--- src/rtl/mole_pkg.sv ---
// Shared types and constants for the mole_judge game-round controller.
package mole_pkg;

    typedef enum logic [1:0] {
        IDLE = 2'd0,
        GAP  = 2'd1,
        UP   = 2'd2
    } state_t;

    // Fibonacci taps 8,6,5,4 expressed as a mask over bits [7:0]
    localparam logic [7:0] LFSR_TAPS     = 8'hB8;
    localparam logic [7:0] LFSR_SEED_DEF = 8'hA5;

    function automatic logic [7:0] lfsr_step(input logic [7:0] v);
        return {v[6:0], ^(v & LFSR_TAPS)};
    endfunction

endpackage

--- src/rtl/mole_judge_if.sv ---
// Player/score-side signal bundle of mole_judge: game enable, buttons and judged results.
interface mole_judge_if #(
    parameter int NUM_HOLES = 4
);
    logic                 start;
    logic [NUM_HOLES-1:0] btn;
    logic [NUM_HOLES-1:0] mole;
    logic                 out;
    logic                 miss;
    logic                 busy;

    modport master (output start, btn, input mole, out, miss, busy);
    modport slave  (input start, btn, output mole, out, miss, busy);
endinterface

--- src/rtl/btn_edge_sync.sv ---
// Two-flop synchronizer per button followed by a previous-value flop for 0->1 detection.
module btn_edge_sync #(
    parameter int WIDTH = 4
) (
    input  logic             clk,
    input  logic             reset,
    input  logic [WIDTH-1:0] din,
    output logic [WIDTH-1:0] rise
);

    logic [WIDTH-1:0] btn_p0;
    logic [WIDTH-1:0] btn_p1;
    logic [WIDTH-1:0] btn_p2;

    always_ff @(posedge clk or negedge reset) begin
        if (!reset) begin
            btn_p0 <= '0;
            btn_p1 <= '0;
            btn_p2 <= '0;
        end else begin
            btn_p0 <= din;
            btn_p1 <= btn_p0;
            btn_p2 <= btn_p1;
        end
    end

    // p1 is the settled value, p2 the value one cycle earlier
    assign rise = btn_p1 & ~btn_p2;

endmodule

--- src/rtl/mole_judge.sv ---
// Whack-a-mole round controller: pops a pseudo-random mole and judges presses into hit/miss pulses.
module mole_judge
    import mole_pkg::*;
#(
    parameter int         NUM_HOLES  = 4,
    parameter int         UP_CYCLES  = 50,
    parameter int         GAP_CYCLES = 20,
    parameter logic [7:0] LFSR_SEED  = LFSR_SEED_DEF
) (
    input logic         clk,
    input logic         reset,
    mole_judge_if.slave bus
);

    localparam int HW      = (NUM_HOLES > 1) ? $clog2(NUM_HOLES) : 1;
    localparam int CNT_MAX = (UP_CYCLES > GAP_CYCLES) ? UP_CYCLES : GAP_CYCLES;
    localparam int CW      = $clog2(CNT_MAX);

    localparam logic [CW-1:0] UP_LOAD  = CW'(UP_CYCLES - 1);
    localparam logic [CW-1:0] GAP_LOAD = CW'(GAP_CYCLES - 1);

    state_t               state, state_nx;
    logic [CW-1:0]        gap_cnt, gap_nx;
    logic [CW-1:0]        up_cnt, up_nx;
    logic [HW-1:0]        hole, hole_nx;
    logic [HW-1:0]        cand;
    logic [7:0]           lfsr;
    logic [NUM_HOLES-1:0] mole_q, mole_nx;
    logic                 out_q, out_nx;
    logic                 miss_q, miss_nx;
    logic                 busy_q;
    logic [NUM_HOLES-1:0] rise;
    logic                 lit_rise;
    logic                 wrong_rise;

    btn_edge_sync #(.WIDTH(NUM_HOLES)) u_sync (
        .clk   (clk),
        .reset (reset),
        .din   (bus.btn),
        .rise  (rise)
    );

    // mole_q is the one-hot of the lit hole whenever the FSM is in UP
    assign lit_rise   = |(rise & mole_q);
    assign wrong_rise = |(rise & ~mole_q);

    always_comb begin
        state_nx = state;
        gap_nx   = gap_cnt;
        up_nx    = up_cnt;
        hole_nx  = hole;
        out_nx   = 1'b0;
        miss_nx  = 1'b0;
        mole_nx  = '0;
        cand     = lfsr[HW-1:0];

        if (!bus.start) begin
            state_nx = IDLE;
        end else begin
            case (state)
                IDLE: begin
                    state_nx = GAP;
                    gap_nx   = GAP_LOAD;
                end
                GAP: begin
                    if (gap_cnt == '0) begin
                        state_nx = UP;
                        up_nx    = UP_LOAD;
                        hole_nx  = (cand == hole) ? cand + 1'b1 : cand;
                    end else begin
                        gap_nx = gap_cnt - 1'b1;
                    end
                end
                UP: begin
                    if (lit_rise) begin
                        out_nx   = 1'b1;
                        state_nx = GAP;
                        gap_nx   = GAP_LOAD;
                    end else begin
                        miss_nx = wrong_rise;
                        if (up_cnt == '0) begin
                            miss_nx  = 1'b1;
                            state_nx = GAP;
                            gap_nx   = GAP_LOAD;
                        end else begin
                            up_nx = up_cnt - 1'b1;
                        end
                    end
                end
                default: state_nx = IDLE;
            endcase
        end

        if (state_nx == UP) begin
            mole_nx[hole_nx] = 1'b1;
        end
    end

    always_ff @(posedge clk or negedge reset) begin
        if (!reset) begin
            state   <= IDLE;
            gap_cnt <= '0;
            up_cnt  <= '0;
            hole    <= '0;
            lfsr    <= LFSR_SEED;
            mole_q  <= '0;
            out_q   <= 1'b0;
            miss_q  <= 1'b0;
            busy_q  <= 1'b0;
        end else begin
            state   <= state_nx;
            gap_cnt <= gap_nx;
            up_cnt  <= up_nx;
            hole    <= hole_nx;
            if (state != IDLE) begin
                lfsr <= lfsr_step(lfsr);
            end
            mole_q  <= mole_nx;
            out_q   <= out_nx;
            miss_q  <= miss_nx;
            busy_q  <= (state_nx != IDLE);
        end
    end

    assign bus.mole = mole_q;
    assign bus.out  = out_q;
    assign bus.miss = miss_q;
    assign bus.busy = busy_q;

endmodule

--- src/flat_wrapper.sv ---
// flat-port wrapper written by rule: the top's interface ports become plain ports
module mole_judge_flat import mole_pkg::*;
#(
    parameter int         NUM_HOLES  = 4,
    parameter int         UP_CYCLES  = 50,
    parameter int         GAP_CYCLES = 20,
    parameter logic [7:0] LFSR_SEED  = LFSR_SEED_DEF
)
  (clk, reset, bus_start, bus_btn, bus_mole, bus_out, bus_miss, bus_busy);
  mole_judge_if #(.NUM_HOLES(NUM_HOLES)) bus_i ();
  input logic clk;
  input logic reset;
  input wire logic [$bits(bus_i.start)-1:0] bus_start;
  input wire logic [$bits(bus_i.btn)-1:0] bus_btn;
  output wire logic [$bits(bus_i.mole)-1:0] bus_mole;
  output wire logic [$bits(bus_i.out)-1:0] bus_out;
  output wire logic [$bits(bus_i.miss)-1:0] bus_miss;
  output wire logic [$bits(bus_i.busy)-1:0] bus_busy;
  assign bus_i.start = bus_start;
  assign bus_i.btn = bus_btn;
  assign bus_mole = bus_i.mole;
  assign bus_out = bus_i.out;
  assign bus_miss = bus_i.miss;
  assign bus_busy = bus_i.busy;
  mole_judge #(.NUM_HOLES(NUM_HOLES), .UP_CYCLES(UP_CYCLES), .GAP_CYCLES(GAP_CYCLES), .LFSR_SEED(LFSR_SEED)) u_core (.clk(clk), .reset(reset), .bus(bus_i));
endmodule
--- config.mk ---
export PLATFORM = sky130hd
export DESIGN_NAME = mole_judge_flat
export DESIGN_NICKNAME = d
export VERILOG_FILES = /design/src/rtl/mole_pkg.sv /design/src/rtl/mole_judge_if.sv /design/src/rtl/btn_edge_sync.sv /design/src/rtl/mole_judge.sv /design/src/flat_wrapper.sv
export SDC_FILE = /design/constraint.sdc
export NUM_CORES = 1
export LEC_CHECK = 0
export ABC_AREA = 1
export BUFFER_PORTS_ARGS = -buffer_cell sky130_fd_sc_hd__buf_2
export CAP_MARGIN = 25
export CORE_UTILIZATION = 50
export CTS_BUF_LIST = sky130_fd_sc_hd__clkbuf_16
export DETAILED_ROUTE_END_ITERATION = 6
export PLACE_DENSITY = 0.68
export SYNTH_ARGS = -nofsm -noshare
export SYNTH_HDL_FRONTEND = slang
export SYNTH_SLANG_ARGS = --single-unit
--- constraint.sdc ---
create_clock -name clk -period 1.7 [get_ports clk]
set_clock_uncertainty 0.1 [all_clocks]
set_input_delay 0.085 -clock clk [delete_from_list [all_inputs] [get_ports clk]]
set_output_delay 0.085 -clock clk [all_outputs]
set_load 0.01 [all_outputs]
==> flow_summary_export.csv <==
group,metric,value,unit
run_status,status,"complete, no violations",
synth,syn_inst,228,
final_layout,nNetsFinal,265,
floorplan,fp.dieW,65.1,um
hold_path,hold_path_class,"input pin to flip-flop",
floorplan,initial_core_util,53.1,%
cts,cts_setup_buffers,0,
routing,routed_via_density,4.77,
timing,period_minus_slack,1580,ps
cts,cts.sinks,43,
placed_design,place_hpwl,2380,um
critical_path,cp_max_fo,4,
power,power,0.00302,W
routing,drtPass1Iterations,4,
final_layout,mostFrequentLayoutCells,"nand2_1 (68), dfrtp_1 (39), inv_1 (25), nor2_1 (23), nand3_1 (20)",
final_layout,drive_above_1_share,21.4,%
final_layout,area_growth_syn_to_layout,18.1,%
cts,clkTransAtPathRegs,60,ps
global_routing,grt_pass1_wl,6070,um
critical_path,critPathLaunchType,"flip-flop",
timing,rsz0062_at_grt,"no",
timing,fin_crit_sh,92.9,%
timing,drv_slew,0,
placed_design,io_buffers,13,
global_routing,grt_usage,19.4,%
routing,vias,1456,
power,sw_frac_of_total,33.3,%
synth,synth.distinct_cells,29,
cts,cts_max_level,2,
floorplan,dieArea,4230,sq um
synth,ys_warn_count,0,
timing,tns,0,ps
critical_path,critPathKind,"flip-flop to flip-flop",
cts,cts_buffer_depth,2,
final_layout,fin_cells,305,
routing,drc,0,
placed_design,dp_cells,292,
routing,routedWlPerCell,11.4,um
power,pwr-share-seq,43.0,%
synth,yosysSeqAreaShare,54.4,%
power,internal_power,0.00202,W
synth,synth_seq_cells,43,
cts,cts_buffers,5,
floorplan,io_pins,14,
power,power.clock.fraction,30.2,%
timing,hold_violations,0,
synth,syn_avg_cell_area,8.72,sq um
power,p_leak,1.23,nW
final_layout,antenna_cells,0,
final_layout,fillers,346,
power,vdd_ir_drop_max,0.000709,V
global_routing,top_usage_layer,"met2",
placed_design,globalplace.congestion,0.801,
global_routing,grt_max_degree,23,
routing,drt.antenna.violating_nets,0,
timing,fmax,0.633,GHz
synth,synth_fp_nets,237,
power,pwr-share-comb,26.8,%
floorplan,rows,22,
global_routing,grt_use_met2,31.5,%
cts,clk_latency,280,ps
global_routing,grt_pass1_vias,1414,
final_layout,postLayoutCoreUtil,62.7,%
final_layout,final_common_cell,"nand2_1",
cts,cts_tree,"yes",
timing,relSlewSlack,65.6,%
synth,syn-cell-area,1990,sq um
timing,setup_viol,0,
timing,worst_pin_slew,515,ps
global_routing,gr-usage-met3,7.39,%
routing,postRouteWirelength,3490,um
global_routing,grt-ovfl-total,0,
floorplan,core,3740,sq um
run,max-cap-violations,0,
global_routing,met1_usage,23.5,%
critical_path,required,1770,ps
power,p_sw,0.00101,W
power,power_density,1290,nW/um^2
routing,drt_iter0_markers,124,
critical_path,critPathCaptureType,"flip-flop",
cts,cts_root_buf,"clkbuf_16",
global_routing,grt_antenna_before_repair,0,
critical_path,critical_path_arrival,1650,ps
floorplan,die_y,65.1,um
## cells by family (layout without fill, tap and decap cells)
logic type | Yosys count | in the layout | share of synthesized area [%]
DFF | 43 | 43 | 54.4
buffers and inverters | 32 | 61 | 6.36
AOI/OAI and AO/OA | 12 | 12 | 3.27
xor gates and xnor gates | 7 | 7 | 3.08
and+or+nand+nor | 132 | 132 | 31.7
adders and majority gates | 2 | 2 | 1.26
## area by class of cell
class                   count  area (sq um)  share of cell area, %
clock buffers               5           125                   5.33
repair buffers             22           158                   6.72
multi-input cells         153           788                   33.6
clock inverters             3          16.3                  0.693
well taps                  48          60.1                   2.56
inverters                  31           119                   5.06
flip-flops and latches     43          1080                   46.1
## cells in the mapped netlist (all sizes together)
| cell | number | area share (%) |
|---|---|---|
| dfrtp | 39 | 49 |
| xor2 | 4 | 1.8 |
| nand3 | 22 | 6.4 |
| nand2 | 74 | 16 |
| or2 | 2 | 0.63 |
| nand4 | 1 | 1.1 |
| dfstp | 4 | 5.3 |
| nor3b | 1 | 0.38 |
| a21oi | 2 | 0.69 |
| nor2 | 29 | 6.4 |
| xnor2 | 3 | 1.3 |
| nor3 | 2 | 0.50 |
| o21ai | 9 | 2.3 |
| buf | 1 | 0.38 |
| ha | 2 | 1.3 |
| o22ai | 1 | 0.31 |
| inv | 31 | 6.0 |
| nand3b | 1 | 0.38 |
## worst max-delay path: stages (launching register included)
cell and delay (ps):
dfrtp_1 370, inv_1 110, ha_2 220, nand2_1 70, nor2_2 120, nand4_4 110
nor2_1 200, nor2_4 70, nand2_1 60, nor2_1 30
## registers in the layout, summed over array words and instances (netlist names)
signal                flops
u_core.lfsr               8
u_core.gap_cnt            6
u_core.up_cnt             6
u_core.bus.mole           4
u_core.u_sync.btn_p0      4
u_core.u_sync.btn_p1      4
u_core.u_sync.btn_p2      4
u_core.hole               2
u_core.state              2
u_core.bus.busy           1
u_core.bus.miss           1
u_core.bus.out            1
## per-stage QoR
step / instance area (sq um) / hold WS [ps] / worst slack, ps
6_report: 2350 / 49.4 / 121
3_5_place_dp: 2150 / -13.5 / 102
2_1_floorplan: 1990 / -311 / 222
3_3_place_gp: 2150 / -20.3 / 133
4_1_cts: 2340 / 43.7 / 89.4
5_1_grt: 2350 / 64.0 / 12.9
## final timing paths
check / slack (ps) / end / depth (start not counted) / start
max: 120 / u_core.bus.mole[3] / 9 / u_core.gap_cnt[0]
min: 50 / u_core.bus.mole[0] / 3 / bus_start
max reg2reg: 120 / u_core.bus.mole[3] / 9 / u_core.gap_cnt[0]
min reg2reg: 250 / u_core.u_sync.btn_p1[2] / 0 / u_core.u_sync.btn_p0[2]
max in group asynchronous: 800 / u_core.gap_cnt[3] / 3 / reset
min in group asynchronous: 200 / u_core.u_sync.btn_p1[1] / 2 / reset
## power groups by stage
| stage | combinational, W | clock [W] | sequential [W] |
|---|---|---|---|
| floorplan | 0.000630 | 0 | 0.00128 |
| global placement | 0.000771 | 0 | 0.00131 |
| detailed placement | 0.000790 | 0 | 0.00131 |
| CTS | 0.000806 | 0.000939 | 0.00130 |
| global route | 0.000924 | 0.000982 | 0.00132 |
| finish | 0.000811 | 0.000913 | 0.00130 |
## repair_timing
item | in CTS | in global routing
resized for setup | 0 | 3
hold endpoints to repair | 21 | 0
hold buffers | 5 | 0
setup endpoints to repair | 0 | 10
## per-layer routing
metal  share of wire (%)  wire length (um)
met1                  48              1690
met2                  47              1660
met3                 3.1               109
met4                0.89                31
met5                   0                 0
Note: power is estimated with default switching activity, not from simulation.
